--- config.mk ---
export PLATFORM = sky130hd
export DESIGN_NAME = swu_rom_stream_ctrl
export DESIGN_NICKNAME = d
export VERILOG_FILES = /design/src/rtl/swu_rom_stream_ctrl.sv
export SDC_FILE = /design/constraint.sdc
export NUM_CORES = 1
export LEC_CHECK = 0
export ABC_AREA = 1
export CAP_MARGIN = 30
export CORE_MARGIN = 1
export CORE_UTILIZATION = 45
export DETAILED_ROUTE_END_ITERATION = 7
export PLACE_DENSITY = 0.71
export SYNTH_ARGS = -nofsm -noshare
export SYNTH_HDL_FRONTEND = slang
export SYNTH_SLANG_ARGS = --single-unit
--- constraint.sdc ---
create_clock -name clk -period 2.6 [get_ports clk]
set_input_delay 0.52 -clock clk [delete_from_list [all_inputs] [get_ports clk]]
set_output_delay 0.52 -clock clk [all_outputs]
set_load 0.01 [all_outputs]
--- src/rtl/swu_rom_stream_ctrl.sv ---
// ---------------------------------------------------------------------------
// swu_rom_stream_ctrl
//
// Reads DEPTH words (addr 0..DEPTH-1) from a 1-cycle-latency synchronous ROM
// and streams them to a valid/ready consumer. A 2-entry buffer absorbs the
// ROM latency so a word per cycle flows while out_ready stays high.
//
// Optional build macro: SWU_ROM_LOOP_EN
//   defined   - the address counter wraps after DEPTH-1 and streaming repeats
//               until abort or reset; done pulses after every out_last beat.
//   undefined - a single pass per start.
//
// Ports
//   clk        clock, all logic on posedge
//   rst_n      asynchronous active-low reset
//   start      1-cycle pulse, begins a run (IDLE only)
//   abort      synchronous abort: flush buffer and in-flight read, go IDLE
//   busy       high while a run is in progress
//   done       1-cycle pulse after the out_last handshake
//   rom_en     ROM read enable
//   rom_addr   ROM read address
//   rom_data   ROM read data, valid the cycle after rom_en
//   out_valid  out_data valid
//   out_ready  consumer ready
//   out_data   streamed word
//   out_idx    ROM address of out_data
//   out_last   marks the word from addr DEPTH-1
// ---------------------------------------------------------------------------
module swu_rom_stream_ctrl #(
    parameter int DEPTH = 29,
    parameter int AW    = 5,
    parameter int DW    = 32
) (
    input  logic          clk,
    input  logic          rst_n,
    input  logic          start,
    input  logic          abort,
    output logic          busy,
    output logic          done,
    output logic          rom_en,
    output logic [AW-1:0] rom_addr,
    input  logic [DW-1:0] rom_data,
    output logic          out_valid,
    input  logic          out_ready,
    output logic [DW-1:0] out_data,
    output logic [AW-1:0] out_idx,
    output logic          out_last
);

    localparam logic [AW-1:0] LAST_ADDR = AW'(DEPTH - 1);

    typedef enum logic [1:0] {
        S_IDLE,
        S_FETCH,
        S_DRAIN
    } state_t;

    state_t        state_q, state_d;
    logic [AW-1:0] cnt_q, cnt_d;
    logic          inflight_q, inflight_d;
    logic [AW-1:0] fl_addr_q, fl_addr_d;
    logic          done_q, done_d;

    // 2-entry FIFO
    logic [DW-1:0] buf_data_q [2];
    logic [AW-1:0] buf_idx_q  [2];
    logic [1:0]    buf_last_q;
    logic          wr_ptr_q, rd_ptr_q;
    logic [1:0]    occ_q;

    logic          pop;
    logic          push;
    logic [1:0]    wr_en;
    logic [2:0]    ahead;
    logic          head_last;

    assign head_last = buf_last_q[rd_ptr_q];
    assign out_valid = (occ_q != 2'd0);
    assign out_data  = out_valid ? buf_data_q[rd_ptr_q] : '0;
    assign out_idx   = out_valid ? buf_idx_q[rd_ptr_q]  : '0;
    assign out_last  = out_valid & head_last;

    assign pop  = out_valid & out_ready;
    // A read returning in the abort cycle (or the one after) is dropped.
    assign push = inflight_q & ~abort;

    // Words already committed downstream of the ROM after this cycle's pop;
    // a new read is only issued if it still fits in the 2-entry buffer.
    assign ahead  = {1'b0, occ_q} + {2'b00, inflight_q} - {2'b00, pop};
    assign rom_en = (state_q == S_FETCH) && (ahead < 3'd2);

    assign rom_addr = cnt_q;
    assign busy     = (state_q != S_IDLE);
    assign done     = done_q;

    for (genvar gi = 0; gi < 2; gi++) begin : g_wr_en
        assign wr_en[gi] = push && (wr_ptr_q == 1'(gi));
    end

    // Next-state / counter logic
    always_comb begin
        state_d    = state_q;
        cnt_d      = cnt_q;
        inflight_d = rom_en & ~abort;
        fl_addr_d  = rom_en ? cnt_q : fl_addr_q;
        done_d     = pop & head_last & ~abort;

        unique case (state_q)
            S_IDLE: begin
                cnt_d = '0;
                if (start) begin
                    state_d = S_FETCH;
                end
            end
            S_FETCH: begin
                if (rom_en) begin
                    // Compare before increment so DEPTH == 2^AW never wraps.
                    if (cnt_q == LAST_ADDR) begin
`ifdef SWU_ROM_LOOP_EN
                        cnt_d = '0;
`else
                        state_d = S_DRAIN;
`endif
                    end else begin
                        cnt_d = cnt_q + 1'b1;
                    end
                end
            end
            S_DRAIN: begin
                if (pop && head_last) begin
                    state_d = S_IDLE;
                    cnt_d   = '0;
                end
            end
            default: begin
                state_d = S_IDLE;
                cnt_d   = '0;
            end
        endcase

        if (abort) begin
            state_d = S_IDLE;
            cnt_d   = '0;
        end
    end

    always_ff @(posedge clk or negedge rst_n) begin
        if (!rst_n) begin
            state_q    <= S_IDLE;
            cnt_q      <= '0;
            inflight_q <= 1'b0;
            fl_addr_q  <= '0;
            done_q     <= 1'b0;
        end else begin
            state_q    <= state_d;
            cnt_q      <= cnt_d;
            inflight_q <= inflight_d;
            fl_addr_q  <= fl_addr_d;
            done_q     <= done_d;
        end
    end

    // Buffer pointers and occupancy; simultaneous push and pop keep occupancy.
    always_ff @(posedge clk or negedge rst_n) begin
        if (!rst_n) begin
            wr_ptr_q <= 1'b0;
            rd_ptr_q <= 1'b0;
            occ_q    <= 2'd0;
        end else if (abort) begin
            wr_ptr_q <= 1'b0;
            rd_ptr_q <= 1'b0;
            occ_q    <= 2'd0;
        end else begin
            wr_ptr_q <= wr_ptr_q ^ push;
            rd_ptr_q <= rd_ptr_q ^ pop;
            occ_q    <= occ_q + {1'b0, push} - {1'b0, pop};
        end
    end

    always_ff @(posedge clk or negedge rst_n) begin
        if (!rst_n) begin
            for (int i = 0; i < 2; i++) begin
                buf_data_q[i] <= '0;
                buf_idx_q[i]  <= '0;
            end
            buf_last_q <= '0;
        end else begin
            for (int i = 0; i < 2; i++) begin
                if (wr_en[i]) begin
                    buf_data_q[i] <= rom_data;
                    buf_idx_q[i]  <= fl_addr_q;
                    buf_last_q[i] <= (fl_addr_q == LAST_ADDR);
                end
            end
        end
    end

endmodule
==> metrics.md, run 1 <==
| Metric | Value |
|---|---|
| Worst-Skew Late Latency | `0.36 ns` |
| Fin Setup TNS | `0 ns` |
| Status | `finished, final reports clean` |
| HP Class | `in -> async` |
| Die width | `102 um` |
| DRT Pass-1 Iters | `4` |
| DRC Markers | `0` |
| Seq/Total Area, Yosys | `52.8%` |
| Vias | `3780` |
| Clock Tree Buf Depth | `2` |
| 1st-iter DRT viols | `186` |
| Die area | `0.0103 mm^2` |
| Initial Utilization | `47.3%` |
| RSZ-0062 raised after global routing | `true` |
| Site Rows | `35` |
| Synth-to-layout area growth | `29.4%` |
| Post-route ant nets | `0` |
| Die H | `102 um` |
| Total GRT Usage | `21.3%` |
| Clock Skews | `0.00838 ns` |
| Max-Cap Viols | `0` |
| GRT Residual Overflow | `0` |
| Cell count of the worst reg-to-reg path | `13` |
| Final setup fails | `0` |
| CTS Sinks | `94` |
| Clk root buf | `clkbuf_8` |
| Synth warn | `0` |
| Flop2flop setup slack | `0.34 ns` |
| CTS tree | `yes` |
| Core area | `0.00942 mm^2` |
| Worst path required time | `2.08 ns` |
| Critical path class | `reg -> out` |
| Syn_nets | `584` |
| CTS buffer count | `9` |
| Total power | `5.92 mW` |
| Initial antenna violation count | `0` |
| Post-DR wirelength/cell | `13.4 um` |
| Measured slew at the worst slew-check pin | `0.568 ns` |
| H-tree depth | `3` |
| CP max FO | `2` |
| Peak supply drop | `0.000561 V` |
| Worst-path clk slew | `0.09 ns` |
| # diodes | `0` |
| Synth unique cells | `30` |
| Syn avg cell area | `8.25 um^2` |
| Vias in the first global route | `3750` |
| Vias per cell | `4.99` |
| Port Buf Inserts | `83` |
| Share of post-route cells with drive strength above 1 | `11.5%` |
| Crit path launch type | `flop` |
| Max Fclk | `0.385 GHz` |
| Worst relative slew slack | `62.1%` |
| Pwr dens | `1030 mW/mm^2` |
| Mapped Cells | `540` |
| Fin. Hold Viols | `0` |
| Final Critical Period | `2.60 ns` |
| Fin crit share | `100%` |
| RD Place Congestion | `0.803` |
| Synth Register Bits | `94` |
| Data arrival, critical path | `2.08 ns` |
| LEAKAGE | `2.90 nW` |
| Critical Path Sink Type | `output pin` |
| DP HPWL | `6.59 mm` |
| First-pass GRT wire length | `17.1 mm` |
| Final nets | `668` |
| Pin count of the biggest net entering global routing | `52` |
| I/O pin cnt | `84` |
| Final wirelength | `10.1 mm` |
| Synth Cell Area | `0.00446 mm^2` |
| Pins Over Slew Limit | `0` |
-- registers in the layout, indices dropped and copies added (netlist names) --
name        flops
buf_data_q     64
buf_idx_q      10
buf_last_q      2
done            1
fl_addr_q       5
inflight_q      1
occ_q           2
rd_ptr_q        1
rom_addr        5
state_q         2
wr_ptr_q        1
-- cells in the mapped netlist, drive strengths merged --
master | instances | area, um^2
nand2 | 177 | 684
dfrtp | 94 | 2350
o21ai | 84 | 454
inv | 60 | 225
a21oi | 41 | 205
nor2 | 23 | 109
buf | 16 | 110
clkbuf | 15 | 57.6
nand3 | 8 | 62.6
ha | 6 | 75.1
nand4 | 6 | 37.5
nor3 | 4 | 25.0
or2 | 2 | 12.5
xnor2 | 2 | 17.5
fa | 1 | 20.0
xor2 | 1 | 8.76
-- power breakdown --
part	switching, mW	total [mW]	leakage, nW	internal, mW
logic	1.42	2.60	1.69	1.18
registers	0.240	2.17	1.09	1.93
clock network	0.492	1.15	0.119	0.659
total	2.16	5.92	2.90	3.76
-- metal layers --
metal	share of wire (%)	global-route usage, %
met4	1.2	7.02
met2	47	35.3
met3	4.5	4.55
met5	0	0
met1	47	27.9
-- cells by family (layout without fill, tap and decap cells) --
group           after synthesis  count (layout)  synth area share, %
buf+inv                      91             179                 8.81
flops                        94              94                 52.8
xor+xnor                      3               3                0.590
fa+ha+maj                     7               7                 2.13
simple gates                220             220                 20.9
compound gates              125             125                 14.8
-- through the flow --
step	hold WS [ns]	cell area (um^2)	utilization, %	instances	setup WS, ns
after floorplan	0.224	4460	-	540	0.342
after global placement	0.448	5470	58.1	739	-0.581
after detailed placement	0.454	5470	58.1	739	-0.642
after CTS	0.160	5730	60.9	756	-0.00920
after global routing	0.185	5770	61.2	757	-0.116
final	0.150	5770	61.2	757	0.000925
-- repair_timing --
item | CTS | global route
pin swaps | 2 | 6
setup buffers | 2 | 1
resized for setup | 11 | 15
setup endpoints to repair | 21 | 36
hold buffers | 0 | 0
-- area by class of cell --
class,instances,area [um^2]
clock buffers,11,141
clock inverters,4,95.1
fillers,807,3650
well taps,129,161
flip-flops and latches,94,2350
multi-input cells,355,1730
repair buffers,104,1060
inverters,60,225
-- placed cells by master, fill, tap and decap left out, types with 4 or more instances in the layout --
cell,n
clkbuf_8,10
o21ai_1,18
nand2_2,7
buf_12,4
ha_1,5
nand2_1,169
o21ai_2,10
nor2_1,18
buf_4,16
dfrtp_1,93
clkdlybuf4s50_1,70
dlymetal6s2s_1,8
inv_2,4
nand3_1,5
nor2_4,4
nand4_1,6
inv_1,56
a21oi_1,41
o21ai_0,56
-- final timing paths --
kind	start	endpoint
setup reg to reg	occ_q[1]$_DFF_PN0_	rom_addr[2]$_DFFE_PN0P_
hold / removal	rst_n	buf_data_q[20]$_DFFE_PN0P_
hold reg to reg	buf_data_q[34]$_DFFE_PN0P_	buf_data_q[34]$_DFFE_PN0P_
min in group clk	buf_data_q[34]$_DFFE_PN0P_	buf_data_q[34]$_DFFE_PN0P_
max in group asynchronous	rst_n	buf_data_q[21]$_DFFE_PN0P_
setup / recovery	occ_q[1]$_DFF_PN0_	rom_en
-- worst max-delay path, stage by stage, from the launching register on --
cell,delay [ns]
dfrtp_1,0.42
nor2_4,0.15
nor2_4,0.06
nand2_2,0.08
buf_6,0.10
inv_1,0.05
fa_1,0.51
nand3_2,0.10
nor2_4,0.15
buf_6,0.11
Note: power is estimated with default switching activity, not from simulation.
==> inputs of run 2 (changes only) <==
--- a/config.mk
+++ b/config.mk
@@ -11,6 +11,7 @@
 export CORE_UTILIZATION = 45
 export DETAILED_ROUTE_END_ITERATION = 7
 export PLACE_DENSITY = 0.71
+export REMOVE_ABC_BUFFERS = 1
 export SYNTH_ARGS = -nofsm -noshare
 export SYNTH_HDL_FRONTEND = slang
 export SYNTH_SLANG_ARGS = --single-unit
==> constraint.sdc (replaced) <==
create_clock -name clk -period 2.6 [get_ports clk]
set_input_delay 0.52 -clock clk [delete_from_list [all_inputs] [get_ports clk]]
set_output_delay 0.52 -clock clk [all_outputs]
set_load 0.005 [all_outputs]
==> run 2 against run 1 <==
Sequential power is essentially flat. Register-to-register slack gained 0.20 ns. Worst setup slack better by 0.068 ns. Hold slack worse by 0.013 ns. Total power down 3.1%. Core utilization increased by 0.16 points.
==> metrics.md, run 2 (same netlist as run 1, synthesis figures left out) <==
| Metric | Value |
|---|---|
| Status | `finished, final reports clean (unchanged)` |
| Critical Path Sink Type | `output pin (unchanged)` |
| First-pass GRT wire length | `17.3 mm (was 17.1 mm)` |
| 1st-iter DRT viols | `126 (was 186)` |
| Fin Setup TNS | `0 ns (unchanged)` |
| Sequential Power Share | `38.0% (was 36.6%)` |
| RD Place Congestion | `0.832 (was 0.803)` |
| Worst path required time | `2.08 ns (about the same)` |
| Crit path launch type | `flop (unchanged)` |
| Vias per cell | `4.98 (was 4.99)` |
| RR Endpoint | `rom_addr[2]$_DFFE_PN0P_ (unchanged)` |
| Max Fclk | `0.395 GHz (was 0.385 GHz)` |
| Post-route ant nets | `0 (unchanged)` |
| GRT Residual Overflow | `0 (unchanged)` |
| Clock Skews | `0.0104 ns (was 0.00838 ns)` |
| Pwr dens | `992 mW/mm^2 (was 1030 mW/mm^2)` |
| Die area | `0.0103 mm^2 (unchanged)` |
| Worst-path clk slew | `0.09 ns (about the same)` |
| CP max FO | `17 (was 2)` |
| Flop2flop setup slack | `0.54 ns (was 0.34 ns)` |
| Die H | `102 um (unchanged)` |
| Worst R2R Start | `occ_q[0]$_DFF_PN0_ (was occ_q[1]$_DFF_PN0_)` |
| CTS Sinks | `94 (unchanged)` |
| # diodes | `0 (unchanged)` |
| CTS Hold Bufs | `0 (unchanged)` |
| Measured slew at the worst slew-check pin | `0.557 ns (was 0.568 ns)` |
| DP Area | `0.00549 mm^2 (was 0.00547 mm^2)` |
| Sw Share | `36.0% (was 36.4%)` |
| Final setup fails | `0 (unchanged)` |
| Clock Tree Buf Depth | `2 (unchanged)` |
| Fin. Hold Viols | `0 (unchanged)` |
| Final Critical Period | `2.53 ns (was 2.60 ns)` |
| Data arrival, critical path | `2.01 ns (was 2.08 ns)` |
| Clk root buf | `clkbuf_8 (unchanged)` |
| Worst-Skew Late Latency | `0.36 ns (about the same)` |
| HP Class | `in -> async (unchanged)` |
| Vias in the first global route | `3743 (was 3750)` |
| Power share of the combinational group | `43.8% (was 44.0%)` |
| Fin crit share | `97.3% (was 100%)` |
| Final wirelength | `10.2 mm (was 10.1 mm)` |
| Core area | `0.00942 mm^2 (unchanged)` |
| Pre-CTS setup slack | `-0.557 ns (was -0.642 ns)` |
| Total GRT Usage | `21.4% (was 21.3%)` |
| I/O pin cnt | `84 (unchanged)` |
| Pin count of the biggest net entering global routing | `44 (was 52)` |
| Initial Utilization | `47.3% (unchanged)` |
| Site Rows | `35 (unchanged)` |
| RSZ-0062 raised after global routing | `true (unchanged)` |
| Cell count of the worst reg-to-reg path | `12 (was 13)` |
| Synth-to-layout area growth | `29.7% (was 29.4%)` |
| DP HPWL | `7.00 mm (was 6.59 mm)` |
| Clock share of power | `18.2% (was 19.5%)` |
| Pint | `3.67 mW (was 3.76 mW)` |
| PnR worst setup slack | `0.0692 ns (was 0.000925 ns)` |
| DRT Pass-1 Iters | `5 (was 4)` |
| Final instance area | `0.00578 mm^2 (was 0.00577 mm^2)` |
| Commonest non-fill, non-tap cell in the layout | `nand2_1 (unchanged)` |
| CTS tree | `yes (unchanged)` |
| Peak supply drop | `0.000623 V (was 0.000561 V)` |
| Share of post-route cells with drive strength above 1 | `11.8% (was 11.5%)` |
| Layout Utilization | `61.4% (was 61.2%)` |
| Vias | `3798 (was 3780)` |
| Die width | `102 um (unchanged)` |
| P_sw | `2.07 mW (was 2.16 mW)` |
| Total power | `5.74 mW (was 5.92 mW)` |
| Pins Over Slew Limit | `0 (unchanged)` |
| Port Buf Inserts | `83 (unchanged)` |
| Most flops, register | `buf_data_q (unchanged)` |
| Initial antenna violation count | `0 (unchanged)` |
| Critical path class | `reg -> out (unchanged)` |
| DRC Markers | `0 (unchanged)` |
| CTS buffer count | `9 (unchanged)` |
| Leading cell types in the layout, fill and taps excluded | `nand2_1 (171), dfrtp_1 (93), clkdlybuf4s50_1 (74) (was nand2_1 (169), dfrtp_1 (93), clkdlybuf4s50_1 (70))` |
| Top flop regs | `buf_data_q: 64 flops, buf_idx_q: 10 flops (unchanged)` |
| Final nets | `674 (was 668)` |
| LEAKAGE | `2.86 nW (was 2.90 nW)` |
| Worst relative slew slack | `62.9% (was 62.1%)` |
| H-tree depth | `3 (unchanged)` |
| Post-DR wirelength/cell | `13.4 um (about the same)` |
| Max FFs per register | `64 (unchanged)` |
| Max-Cap Viols | `0 (unchanged)` |
==> run 2: layout make-up <==
class                      instances  area [um^2]
clock inverter                     5         83.8
tap                              129          161
sequential                        94         2360
inverter                          60          238
clock buffer                      10          128
fill                             821         3630
multi-input combinational        355         1720
timing repair buffer             110         1090
==> run 2: what timing repair did <==
item	4_1_cts	5_1_grt
gates resized for setup	7	13
pin swaps	4	3
setup buffers	2	4
endpoints found under the setup margin	27	28
==> run 2: per-layer routing <==
layer / wire, um / GRT usage (%) / share of wire, %
met5: 0 / 0 / 0
met4: 94 / 6.47 / 0.92
met3: 510 / 4.83 / 5.0
met2: 4960 / 35.1 / 49
met1: 4660 / 28.3 / 46
==> run 2: power groups by stage <==
stage / Sequential [mW] / Combinational, mW / Clock (mW)
2_1_floorplan: 2.21 / 1.17 / 0
4_1_cts: 2.18 / 2.47 / 1.07
6_report: 2.18 / 2.51 / 1.05
3_3_place_gp: 2.19 / 2.37 / 0
5_1_grt: 2.24 / 2.81 / 1.13
3_5_place_dp: 2.21 / 2.43 / 0
==> run 2: through the flow <==
step | hold slack (ns) | instances
2_1_floorplan | 0.224 | 509
3_3_place_gp | 0.448 | 742
3_5_place_dp | 0.454 | 742
4_1_cts | 0.149 | 759
5_1_grt | 0.150 | 763
6_report | 0.137 | 763
==> run 2: worst max-delay path, stage by stage, from the launching register on <==
cell and delay [ns]:
dfrtp_1 0.42, nor2_4 0.06, buf_4 0.16, clkinv_8 0.09, buf_12 0.15, o21ai_1 0.08, a21oi_1 0.14, clkdlybuf4s50_1 0.54
==> run 2: worst max path at each step <==
stage                       startpoint      endpoint
floorplan           rd_ptr_q$_DFF_PN0_   out_data[0]
global placement             out_ready        rom_en
detailed placement           out_ready        rom_en
CTS                 occ_q[0]$_DFF_PN0_   out_data[1]
global route        occ_q[0]$_DFF_PN0_        rom_en
finish              occ_q[0]$_DFF_PN0_  out_data[18]
==> inputs of run 3 (changes only) <==
--- a/config.mk
+++ b/config.mk
@@ -9,6 +9,7 @@
 export CAP_MARGIN = 30
 export CORE_MARGIN = 1
 export CORE_UTILIZATION = 45
+export CTS_CLUSTER_DIAMETER = 120
 export DETAILED_ROUTE_END_ITERATION = 7
 export PLACE_DENSITY = 0.71
 export REMOVE_ABC_BUFFERS = 1
==> results of run 3 <==
No change in the layout: final DEF, timing and power equal those of run 2.
==> variant (config.mk and constraints of run 2) <==
The option `SWU_ROM_LOOP_EN` is turned on by a define.
--- a/src/rtl/swu_rom_stream_ctrl.sv
+++ b/src/rtl/swu_rom_stream_ctrl.sv
@@ -28,2 +28,4 @@
 // ---------------------------------------------------------------------------
+`define SWU_ROM_LOOP_EN
+
 module swu_rom_stream_ctrl #(
Behaviour: same outputs for any inputs over 10 cycles, from zero or initial values and one cycle with rst_n low; that may be too few to reach the edited logic, so the function may still have changed.
==> variant against run 2 <==
Total power shrank 13%; sequential cell count shrank 1; worst hold slack got worse by 0.020 ns; design area up 0.52%; clock power grew 9%; area after synthesis grew 0.45%; worst setup slack lost 0.035 ns; routed wire length shrank 3.5%; core utilization is 1.7 points lower.
==> variant: results (changes against run 2) <==
Outcome: complete, no violations
Number of flip-flops and latches: 93 (-1.1%)
Max FO, Critical Path: 3 (-14)
Post-synthesis adder-cell area fraction: 2.12% (-0.0095 points)
CP max-delay cell: fa_1
Top cells by area, synth: dfrtp_1 52%, nand2_1 16%, o21ai_0 6.4%
Vias in the first global route: 3507 (-6.3%)
Clock network area share: 4.11% (+0.45 points)
Max rail drop VDD: 465 uV (-25%)
Xor/xnor share of the synthesized area: 0.587% (-0.0026 points)
Filler cells: 891 (+8.5%)
Largest net degree at the start of global routing: 40 (-9.1%)
Clock group total power: 0.00114 W (+9%)
Critical Path Sink: rom_en
Final HPWL DP: 6.45 mm (-7.8%)
# port buffers: 83 (unchanged)
Worst R2R End: rom_addr[3]
Mux contribution to synthesized area: 0.224% (+0.22 points)
Final clock skew: 0.00927 ns (-0.00112 ns)
Tot GR Track Use: 20.4% (-0.98 points)
Tmin final: 2.57 ns (+0.0352 ns)
First-pass GRT wire length: 16.3 mm (-5.4%)
Worst R2R Setup Slack: 0.27 ns (-0.27 ns)
Clock root buffer: clkbuf_8
Clk pin slew, worst setup/hold paths: 0.09 ns (about the same)
Worst Reg-to-Reg Cells: 18 (+6)
CTS max path bufs: 2 (unchanged)
Reg-to-Reg Start: occ_q[1]
Yosys cell types: 27 (-10%)
TritonRoute pass-1 iters: 4 (-1)
Initial antenna violation count: 0 (unchanged)
Register area: 2330 um2 (-1.1%)
Iteration-0 DRC Markers: 120 (-4.8%)
Worst slew margin: 67.9% (+5.0 points)
Post-synth top flop: dfrtp_1
# diodes: 0 (unchanged)
Avg WL per Cell: 13.1 um (-2.1%)
DR vias: 3620 (-4.7%)
Switch Pwr: 0.00165 W (-20%)
Register area share after synthesis: 52.0% (-0.79 points)
Pre-CTS WS: -0.536 ns (+0.0216 ns)
Share of cells above drive strength 1: 16.5% (+4.6 points)
Multi-input gates: 341 (-3.9%)
CP peak stage delay: 0.48 ns (-0.06 ns)
Logic inverters: 59 (-1.7%)
Multi-input logic area: 1720 um2 (about the same)
Crit path DAT: 2.05 ns (+0.04 ns)
Gpl congestion: 0.785 (-5.6%)
NumNets Final: 658 (-2.4%)
Non-clock buffer share: 19.4% (+0.46 points)
LEAKAGE: 2.79 nW (-2.6%)
CTS buffer count: 9 (unchanged)
Kind of critical path: reg2out
Top cells by count, synth: 186 x nand2_1, 93 x dfrtp_1, 57 x o21ai_0
Comb group: 0.00174 W (-31%)
Post-synth ARST share: 100% (unchanged)
Switch share: 32.9% (-3.1 points)
Top cell family by delay on the critical path: adder cells
Synth Area in Compound Gates: 16.8% (+2.0 points)
[variant: changes by cell type in the layout (fill, tap and decap cells not counted), sizes merged, moves of 2 or more]
cell,change
nand2,+12
nor2,-7
clkdlybuf4s50,+6
dlymetal6s2s,-6
nand3,-5
nand4,-4
o21ai,-4
nor3,-3
a21oi,-2
clkinv,+2
inv,-2
or2,-2
[variant: per-stage QoR]
stage          cells  setup TNS [ns]  hold WS, ns  cell area (um2)
2_1_floorplan    493           -8.22        0.224             4270
3_3_place_gp     726          -0.472        0.447             5470
3_5_place_dp     726          -0.702        0.453             5470
4_1_cts          745           -1.81        0.126             5740
5_1_grt          752         -0.0670        0.142             5810
6_report         752               0        0.117             5810
[variant: timing repair]
action | 4_1_cts | 5_1_grt
buffers inserted | 3 | 7
gates resized for setup | 4 | 10
endpoints found under the setup margin | 37 | 38
pin swaps | 2 | 2
[variant: per-layer routing]
layer / wire, um / track usage (%)
met5: 0 / 0
met4: 87 / 5.35
met3: 456 / 4.69
met2: 4730 / 34.5
met1: 4590 / 26.5
